$ cat src/rtl/adder_tree_avg_pipe_pkg.sv
// Shared types and width helpers for the pipelined adder-tree averager.
package adder_tree_pkg;

  typedef enum logic {
    OVF_SAT  = 1'b0,
    OVF_ZERO = 1'b1
  } ovf_mode_e;

  function automatic int unsigned log2n(input int unsigned n_ch);
    return $clog2(n_ch);
  endfunction

  function automatic int unsigned w_sum(input int unsigned w_in, input int unsigned n_ch);
    return w_in + log2n(n_ch);
  endfunction

  function automatic int unsigned w_sh(input int unsigned w_in, input int unsigned n_ch);
    return $clog2(w_sum(w_in, n_ch) + 1);
  endfunction

endpackage

$ cat src/rtl/adder_tree_avg_pipe_if.sv
// Sample-in / result-out bus of the adder-tree averager.
interface adder_tree_avg_pipe_if
  import adder_tree_pkg::*;
#(
  parameter int unsigned N_CH  = 8,
  parameter int unsigned W_IN  = 8,
  parameter int unsigned W_OUT = 8
);
  localparam int unsigned W_SH = w_sh(W_IN, N_CH);

  logic                   in_valid;
  logic [N_CH*W_IN-1:0]   in_data;
  logic [W_SH-1:0]        shift;
  ovf_mode_e              ovf_mode;
  logic                   clr;
  logic                   out_valid;
  logic [W_OUT-1:0]       out_data;
  logic                   ovf;

  modport master (
    output in_valid, in_data, shift, ovf_mode, clr,
    input  out_valid, out_data, ovf
  );

  modport slave (
    input  in_valid, in_data, shift, ovf_mode, clr,
    output out_valid, out_data, ovf
  );

endinterface

$ cat src/rtl/adder_tree_avg_pipe_tree_add_level.sv
// One registered level of the adder tree: pairwise zero-extended sums plus
// valid and sideband carried alongside.
module tree_add_level #(
  parameter int unsigned N_IN = 2,
  parameter int unsigned W    = 8,
  parameter int unsigned W_SB = 1
) (
  input  logic                          clk,
  input  logic                          rst_n,
  input  logic                          clr,
  input  logic                          in_valid,
  input  logic [N_IN*W-1:0]             in_data,
  input  logic [W_SB-1:0]               in_sb,
  output logic                          out_valid,
  output logic [(N_IN/2)*(W+1)-1:0]     out_data,
  output logic [W_SB-1:0]               out_sb
);

  localparam int unsigned N_OUT = N_IN / 2;
  localparam int unsigned W_O   = W + 1;

  logic [N_OUT*W_O-1:0] sum_c;
  logic                 load;

  assign load = in_valid & ~clr;

  // Full-precision pair sums; one extra bit per level, never truncated.
  always_comb begin
    sum_c = '0;
    for (int unsigned k = 0; k < N_OUT; k++) begin
      sum_c[k*W_O +: W_O] = W_O'(in_data[2*k*W +: W]) + W_O'(in_data[(2*k+1)*W +: W]);
    end
  end

  always_ff @(posedge clk or negedge rst_n) begin
    if (!rst_n) begin
      out_valid <= 1'b0;
      out_data  <= '0;
      out_sb    <= '0;
    end else begin
      out_valid <= load;
      if (load) begin
        out_data <= sum_c;
        out_sb   <= in_sb;
      end
    end
  end

endmodule

$ cat src/rtl/adder_tree_avg_pipe.sv
// Fully pipelined N_CH-channel adder tree with runtime right-shift scaling and
// saturate / force-zero overflow handling; latency LOG2N+2, one sample per cycle.
module adder_tree_avg_pipe
  import adder_tree_pkg::*;
#(
  parameter int unsigned N_CH  = 8,
  parameter int unsigned W_IN  = 8,
  parameter int unsigned W_OUT = 8
) (
  input  logic                  CK,
  input  logic                  RSTB,
  adder_tree_avg_pipe_if.slave  bus
);

  localparam int unsigned LOG2N = log2n(N_CH);
  localparam int unsigned W_SUM = w_sum(W_IN, N_CH);
  localparam int unsigned W_SH  = w_sh(W_IN, N_CH);
  localparam int unsigned W_SB  = W_SH + 1;
  localparam int unsigned W_EXT = (W_SUM > W_OUT) ? W_SUM : W_OUT;

  // Input register stage; sideband is {shift, ovf_mode}.
  logic                  s0_valid;
  logic [N_CH*W_IN-1:0]  s0_data;
  logic [W_SB-1:0]       s0_sb;
  logic                  s0_load;

  assign s0_load = bus.in_valid & ~bus.clr;

  always_ff @(posedge CK or negedge RSTB) begin
    if (!RSTB) begin
      s0_valid <= 1'b0;
      s0_data  <= '0;
      s0_sb    <= '0;
    end else begin
      s0_valid <= s0_load;
      if (s0_load) begin
        s0_data <= bus.in_data;
        s0_sb   <= {bus.shift, bus.ovf_mode};
      end
    end
  end

  // Tree levels: level j consumes N_CH>>j operands of width W_IN+j.
  for (genvar j = 0; j < LOG2N; j++) begin : g_lvl
    localparam int unsigned NI = N_CH >> j;
    localparam int unsigned WI = W_IN + j;

    logic [NI*WI-1:0]           lvl_in;
    logic                       lvl_in_valid;
    logic [W_SB-1:0]            lvl_in_sb;
    logic [(NI/2)*(WI+1)-1:0]   lvl_out;
    logic                       lvl_out_valid;
    logic [W_SB-1:0]            lvl_out_sb;

    if (j == 0) begin : g_first
      assign lvl_in       = s0_data;
      assign lvl_in_valid = s0_valid;
      assign lvl_in_sb    = s0_sb;
    end else begin : g_next
      assign lvl_in       = g_lvl[j-1].lvl_out;
      assign lvl_in_valid = g_lvl[j-1].lvl_out_valid;
      assign lvl_in_sb    = g_lvl[j-1].lvl_out_sb;
    end

    tree_add_level #(
      .N_IN (NI),
      .W    (WI),
      .W_SB (W_SB)
    ) u_lvl (
      .clk       (CK),
      .rst_n     (RSTB),
      .clr       (bus.clr),
      .in_valid  (lvl_in_valid),
      .in_data   (lvl_in),
      .in_sb     (lvl_in_sb),
      .out_valid (lvl_out_valid),
      .out_data  (lvl_out),
      .out_sb    (lvl_out_sb)
    );
  end

  logic [W_SUM-1:0]  fin_sum;
  logic              fin_valid;
  logic [W_SH-1:0]   fin_shift;
  ovf_mode_e         fin_mode;
  logic [W_SH-1:0]   sh_eff;
  logic [W_EXT-1:0]  scaled;
  logic              ovf_c;
  logic [W_OUT-1:0]  data_c;
  logic              fin_load;

  assign fin_sum   = g_lvl[LOG2N-1].lvl_out;
  assign fin_valid = g_lvl[LOG2N-1].lvl_out_valid;
  assign fin_shift = g_lvl[LOG2N-1].lvl_out_sb[W_SB-1:1];
  assign fin_mode  = ovf_mode_e'(g_lvl[LOG2N-1].lvl_out_sb[0]);
  assign fin_load  = fin_valid & ~bus.clr;

  // Scale and overflow policy; shifts beyond W_SUM clamp so the result is 0.
  always_comb begin
    sh_eff = (fin_shift > W_SH'(W_SUM)) ? W_SH'(W_SUM) : fin_shift;
    scaled = W_EXT'(fin_sum >> sh_eff);
    ovf_c  = |(scaled >> W_OUT);
    data_c = scaled[W_OUT-1:0];
    if (ovf_c) begin
      data_c = (fin_mode == OVF_SAT) ? '1 : '0;
    end
  end

  // Output register; data and ovf hold across bubbles.
  always_ff @(posedge CK or negedge RSTB) begin
    if (!RSTB) begin
      bus.out_valid <= 1'b0;
      bus.out_data  <= '0;
      bus.ovf       <= 1'b0;
    end else begin
      bus.out_valid <= fin_load;
      if (fin_load) begin
        bus.out_data <= data_c;
        bus.ovf      <= ovf_c;
      end
    end
  end

endmodule

$ cat src/flat_wrapper.sv
// flat-port wrapper written by rule: the top's interface ports become plain ports
module adder_tree_avg_pipe_flat import adder_tree_pkg::*;
#(
  parameter int unsigned N_CH  = 8,
  parameter int unsigned W_IN  = 8,
  parameter int unsigned W_OUT = 8
)
  (CK, RSTB, bus_in_valid, bus_in_data, bus_shift, bus_ovf_mode, bus_clr, bus_out_valid, bus_out_data, bus_ovf);
  adder_tree_avg_pipe_if #(.N_CH(N_CH), .W_IN(W_IN), .W_OUT(W_OUT)) bus_i ();
  input  logic CK;
  input  logic RSTB;
  input wire logic [$bits(bus_i.in_valid)-1:0] bus_in_valid;
  input wire logic [$bits(bus_i.in_data)-1:0] bus_in_data;
  input wire logic [$bits(bus_i.shift)-1:0] bus_shift;
  input wire logic [$bits(bus_i.ovf_mode)-1:0] bus_ovf_mode;
  input wire logic [$bits(bus_i.clr)-1:0] bus_clr;
  output wire logic [$bits(bus_i.out_valid)-1:0] bus_out_valid;
  output wire logic [$bits(bus_i.out_data)-1:0] bus_out_data;
  output wire logic [$bits(bus_i.ovf)-1:0] bus_ovf;
  assign bus_i.in_valid = bus_in_valid;
  assign bus_i.in_data = bus_in_data;
  assign bus_i.shift = bus_shift;
  assign bus_i.ovf_mode = bus_ovf_mode;
  assign bus_i.clr = bus_clr;
  assign bus_out_valid = bus_i.out_valid;
  assign bus_out_data = bus_i.out_data;
  assign bus_ovf = bus_i.ovf;
  adder_tree_avg_pipe #(.N_CH(N_CH), .W_IN(W_IN), .W_OUT(W_OUT)) u_core (.CK(CK), .RSTB(RSTB), .bus(bus_i));
endmodule
$ cat config.mk
export PLATFORM = sky130hd
export DESIGN_NAME = adder_tree_avg_pipe_flat
export DESIGN_NICKNAME = d
export VERILOG_FILES = /design/src/rtl/adder_tree_avg_pipe_pkg.sv /design/src/rtl/adder_tree_avg_pipe_if.sv /design/src/rtl/adder_tree_avg_pipe_tree_add_level.sv /design/src/rtl/adder_tree_avg_pipe.sv /design/src/flat_wrapper.sv
export SDC_FILE = /design/constraint.sdc
export NUM_CORES = 1
export LEC_CHECK = 0
export CAP_MARGIN = 20
export CORE_MARGIN = 8
export CORE_UTILIZATION = 58
export DETAILED_ROUTE_END_ITERATION = 16
export PLACE_DENSITY = 0.8
export RECOVER_POWER = 50
export SLEW_MARGIN = 20
export SYNTH_ARGS = -nofsm -noshare
export SYNTH_HDL_FRONTEND = slang
export SYNTH_SLANG_ARGS = --single-unit
$ cat constraint.sdc
create_clock -name CK -period 2.05 [get_ports CK]
set_input_delay 0.5125 -clock CK [delete_from_list [all_inputs] [get_ports CK]]
set_output_delay 0.5125 -clock CK [all_outputs]
set_load 0.05 [all_outputs]
# After elaboration in Yosys (flattened, before gate mapping)
# Index checks and enable logic that the tools add are counted.
# totals
ff_bits	165
out_inout_bits	10
# op_classes
n_shift	1
n_addsub	7
n_reduce_logical	1
bitwise	6
order_cmp	1
muxes	3
# op_table
cell	count
8-bit by 8-bit adder with 9-bit output	4
9-bit by 9-bit adder with 10-bit output	2
8-bit two-way mux	2
10-bit by 10-bit adder with 11-bit output	1
11-bit by 4-bit >> shifter with 11-bit output	1
1-bit bitwise AND	5
4-bit > comparator, second input constant	1
4-bit two-way mux	1
3-bit OR reduction	1
1-bit NOT	1

# Logic depth before layout (Yosys ltp)
# depth
word_depth	5
mapped_depth	8
depth_no_buf	8

# By module
# A second synthesis with hierarchy kept.
# hier_totals
hier_cells	869
hier_area_um2	9088.7
# modules_own_cells
module	seq_area_each_um2	cells_per_inst	area_each_um2	n_inst
adder_tree_avg_pipe	2001.9	253	3503.4	1
tree_add_level at u_core.g_lvl[0].u_lvl	1051.0	294	2721.4	1
tree_add_level at u_core.g_lvl[1].u_lvl	650.6	204	1815.5	1
tree_add_level at u_core.g_lvl[2].u_lvl	425.4	118	1048.5	1

# Worst setup path before layout
# Ideal clock, no wire load.
# synth_path
path_type	flip-flop to flip-flop
startpoint	reg u_core.s0_data[32], in the netlist u_core.g_lvl[0].lvl_in[32]
endpoint	reg u_core.g_lvl[0].u_lvl.out_data[24]
required_time_ns	1.955
setup_time_ns	0.095
arrival_ns	1.811
synth_period_minus_slack_ns	1.906
setup_slack_ns	0.144
path_stages_with_launch	8
cell_sequence	dfrtp_1 -> ha_1 -> fa_1 -> a21o_1 -> a21oi_1 -> o21ai_0 -> and3b_1 -> o31ai_1
# synth_between
elab_chain_cells	1
# synth_lines
item	line_no	source
start: declaration	adder_tree_avg_pipe.sv:23	logic [N_CH*W_IN-1:0] s0_data;
start signal: assignment	adder_tree_avg_pipe.sv:37	s0_data <= bus.in_data;
8-bit by 8-bit adder with 9-bit output	adder_tree_avg_pipe_tree_add_level.sv:31	sum_c[k*W_O +: W_O] = W_O'(in_data[2*k*W +: W]) + W_O'(in_data[(2*k+1)*W +: W]);
end signal: assignment	adder_tree_avg_pipe_tree_add_level.sv:43	out_data <= sum_c;
end: declaration	adder_tree_avg_pipe_tree_add_level.sv:15	output logic [(N_IN/2)*(W+1)-1:0] out_data,
# Every way passes these cells.
# A chain may end at the register's enable or synchronous reset.

# Worst setup path after layout
# layout_path
startpoint	reg u_core.g_lvl[1].u_lvl.out_data[0]
endpoint	reg u_core.g_lvl[2].u_lvl.out_data[8]
# layout_between
elab_chain_cells	1
# layout_lines
item	line_no
start: declaration	adder_tree_avg_pipe_tree_add_level.sv:15
start signal: assignment	adder_tree_avg_pipe_tree_add_level.sv:43
10-bit by 10-bit adder with 11-bit output	adder_tree_avg_pipe_tree_add_level.sv:31
end signal: assignment	adder_tree_avg_pipe_tree_add_level.sv:43
end: declaration	adder_tree_avg_pipe_tree_add_level.sv:15
# Every way passes these cells.

==> summary.md <==
| Metric | Value |
|---|---|
| TritonCTS buffer count | `17` |
| Peak fanout along the critical path | `3` |
| Clock tree buffer depth | `2` |
| Sequential share of power | `35.9%` |
| Actual slew at the worst max-slew pin | `1.26 ns` |
| Area after DPL | `0.0102 mm^2` |
| Outcome | `finished clean` |
| Placed cell count | `1127` |
| Fillers | `1060` |
| Drt total wl | `19100 um` |
| Final hold vios | `0` |
| Worst hold path class | `in -> async` |
| Register area share after synthesis | `46.4%` |
| Max Slew Vio Count | `0` |
| CTS tree | `built` |
| Layout Cells excl Fill | `1165` |
| PD cells | `1250 mW/mm^2` |
| Vias | `6628` |
| Pin count of the biggest net entering global routing | `51` |
| Main area contributors after synthesis | `dfrtp_1 (46%), mux2_2 (9.0%), ha_1 (8.4%), nand2_1 (5.9%), o21ai_0 (3.3%)` |
| Post-synth top flop | `dfrtp_1` |
| Core box area | `0.0151 mm^2` |
| Nature of the critical path endpoint | `flop` |
| Cell area after synthesis | `0.00891 mm^2` |
| CP startpoint kind | `flop` |
| Final core utilization | `71.9%` |
| Setup crit start | `u_core.g_lvl[1].u_lvl.out_data[0]$_DFFE_PN0P_` |
| Antenna viol nets, final | `0` |
| Final Setup Violations | `0` |
| Pre-Repair DR Iteration Count | `5` |
| Worst EP required | `2.35 ns` |
| Yosys top cell by area | `dfrtp_1` |
| Die W | `140 um` |
| Final HPWL DP | `13700 um` |
| Mean Syn Cell Area | `10.4 um^2` |
| Total leakage power | `4.91 nW` |
| Post-route DRC | `0` |
| Num ports | `83` |
| Post-synthesis net count | `994` |
| Nets | `1104` |
| Internal power | `8.68 mW` |
| Crit share post-route | `97.1%` |
| Relative max-transition margin | `16.1%` |
| First-pass GRT wire length | `32000 um` |
| Most common cell after layout, fill and taps aside | `dfrtp_1` |
| Max Fclk | `502 MHz` |
| Die height | `140 um` |
| Ratio of cells with drive above 1 in the final layout | `18.9%` |
| Reg clk slew, reported paths | `0.06 ns` |
| DR WL/cell | `16.4 um` |
| TritonCTS Sinks | `165` |
| Initial Utilization | `59.0%` |
| 1st-iter DRT viols | `312` |
| Die ar. | `0.0196 mm^2` |
| Worst skew pair latency | `0.43 ns` |
| GP Congestion | `0.872` |
| Post-synth top area share | `46.4%` |
| Final instance area | `0.0109 mm^2` |
| H-tree lvl count | `4` |
| Post-synth EDFFs | `0` |
| Setup TNS | `0 ns` |
| Clk root buf | `clkbuf_16` |
| Total track usage | `19.9%` |
| Register area | `0.00413 mm^2` |
| Worst r2r src | `u_core.g_lvl[1].u_lvl.out_data[0]$_DFFE_PN0P_` |
| Vias per inst | `5.69` |
| Vias in the first global route | `6727` |
| Setup CP Type | `reg -> reg` |
| MaxCap Viol Count | `0` |
| GRT Residual Overflow | `0` |
| Yosys warnings | `0` |
| Rows | `45` |
| Max IR drop VDD | `0.000655 V` |
| Tot Pwr | `13.6 mW` |
| Hold_ws | `0.353 ns` |
| Clk pwr share | `24.3%` |
| CTS Hold Buffers Added | `0` |
| PortBufs | `82` |
| Setup WS post-layout | `0.0585 ns` |
| Antenna diodes | `0` |
| Comb power frac | `39.8%` |
| Mapped Cells | `854` |
| Switch Pwr | `4.92 mW` |
| Multi-input logic area | `0.00461 mm^2` |
| Most frequent cells in the layout | `dfrtp_1 (165), nand2_1 (141), mux2_2 (71), clkdlybuf4s50_1 (70), ha_1 (56)` |
| Final Critical Period | `1.99 ns` |
| Initial antenna violation count | `0` |
| FF+latch count, synth | `165` |
| Critical path arrival | `2.30 ns` |
| Pre-CTS WS | `-0.0711 ns` |
| Reg2reg path depth | `8` |
| Switching part of the total | `36.2%` |
| Netlist cell types | `62` |
| Async SR Flop Fraction | `100%` |
| Setup skew after layout | `0.00612 ns` |
| Area Overhead vs Synth | `21.8%` |
[worst paths after layout]
path                                                                  end  slack, ns
max                         u_core.g_lvl[2].u_lvl.out_data[8]$_DFFE_PN0P_       0.06
min                        u_core.g_lvl[0].u_lvl.out_data[15]$_DFFE_PN0P_       0.35
max reg2reg                 u_core.g_lvl[2].u_lvl.out_data[8]$_DFFE_PN0P_       0.06
min reg2reg                   u_core.g_lvl[1].u_lvl.out_sb[1]$_DFFE_PN0P_       0.46
max in group asynchronous   u_core.g_lvl[2].u_lvl.out_data[5]$_DFFE_PN0P_       0.48
min in group CK               u_core.g_lvl[1].u_lvl.out_sb[1]$_DFFE_PN0P_       0.46
[layer usage]
metal | GRT usage [%] | part of all wire (%) | vias up
met4 | 7.26 | 2.0 | 0
met1 | 24.9 | 45 | 3182
li1 | - | - | 3272
met5 | 0 | 0 | -
met3 | 4.28 | 3.9 | 29
met2 | 33.4 | 49 | 145
[cell usage after synthesis (6+ instances only)]
| master | instances |
|---|---|
| dfrtp_1 | 165 |
| nand2_1 | 141 |
| mux2_2 | 71 |
| ha_1 | 60 |
| o21ai_0 | 58 |
| nor2_1 | 46 |
| a21oi_1 | 32 |
| inv_1 | 27 |
| clkbuf_1 | 17 |
| nor3_1 | 16 |
| o31ai_1 | 16 |
| o21a_1 | 15 |
| xor2_1 | 15 |
| a211oi_1 | 13 |
| a21o_1 | 12 |
| mux2i_1 | 12 |
| buf_2 | 10 |
| nor3b_1 | 10 |
| xnor2_1 | 10 |
| nor2b_1 | 9 |
| o211ai_1 | 9 |
| o21bai_1 | 9 |
| fa_1 | 7 |
| nand2b_1 | 7 |
| buf_1 | 6 |
[power by group through the flow]
stage                     clock network (mW)  registers [mW]  logic [mW]
final                                   3.30            4.89        5.41
after global routing                    3.48            5.00        6.04
after CTS                               3.35            4.89        5.21
after detailed placement                   0            4.94        5.11
after global placement                     0            4.90        5.01
after floorplan                            0            4.82        3.77
[state kept, by name, indices dropped and copies added (netlist names)]
| name | cells |
|---|---|
| u_core.g_lvl.u_lvl.out_sb | 15 |
| u_core.bus.out_valid | 1 |
| u_core.g_lvl.lvl_in | 64 |
| u_core.bus.ovf | 1 |
| u_core.bus.out_data | 8 |
| u_core.g_lvl.u_lvl.out_data | 67 |
| u_core.g_lvl.lvl_in_valid | 1 |
| u_core.g_lvl.u_lvl.out_valid | 3 |
| u_core.g_lvl.lvl_in_sb | 5 |
[repair_timing]
action | 4_1_cts | 5_1_grt
resized for setup | 3 | 21
buffers inserted | 0 | 6
pin swaps | 0 | 6
endpoints found under the setup margin | 3 | 17
[cells by family after synthesis]
family | Yosys count | synth area share, %
AO/OA/AOI/OAI | 206 | 15.5
XOR/XNOR | 25 | 2.46
adder cells (fa/ha/maj) | 67 | 10.0
buffers and inverters | 62 | 2.84
flip-flops | 165 | 46.4
multiplexers | 85 | 10.8
AND/OR/NAND/NOR | 244 | 12.0
[area by class of cell]
type                       instances  share of cell area [%]
sequential                       165                    38.0
tap                              188                    2.17
multi-input combinational        627                    42.5
clock inverter                    13                    1.67
clock buffer                      19                    3.99
inverter                          28                   0.968
timing repair buffer             125                    10.6
[critical path, stage by stage (launching register included)]
cell and delay, ns:
dfrtp_1 0.39, ha_2 0.23, inv_1 0.06, fa_1 0.41, nor2b_2 0.17, o31a_1 0.21, o21a_1 0.18, xnor2_1 0.13
o21ai_0 0.09
Note: power is estimated with default switching activity, not from simulation.
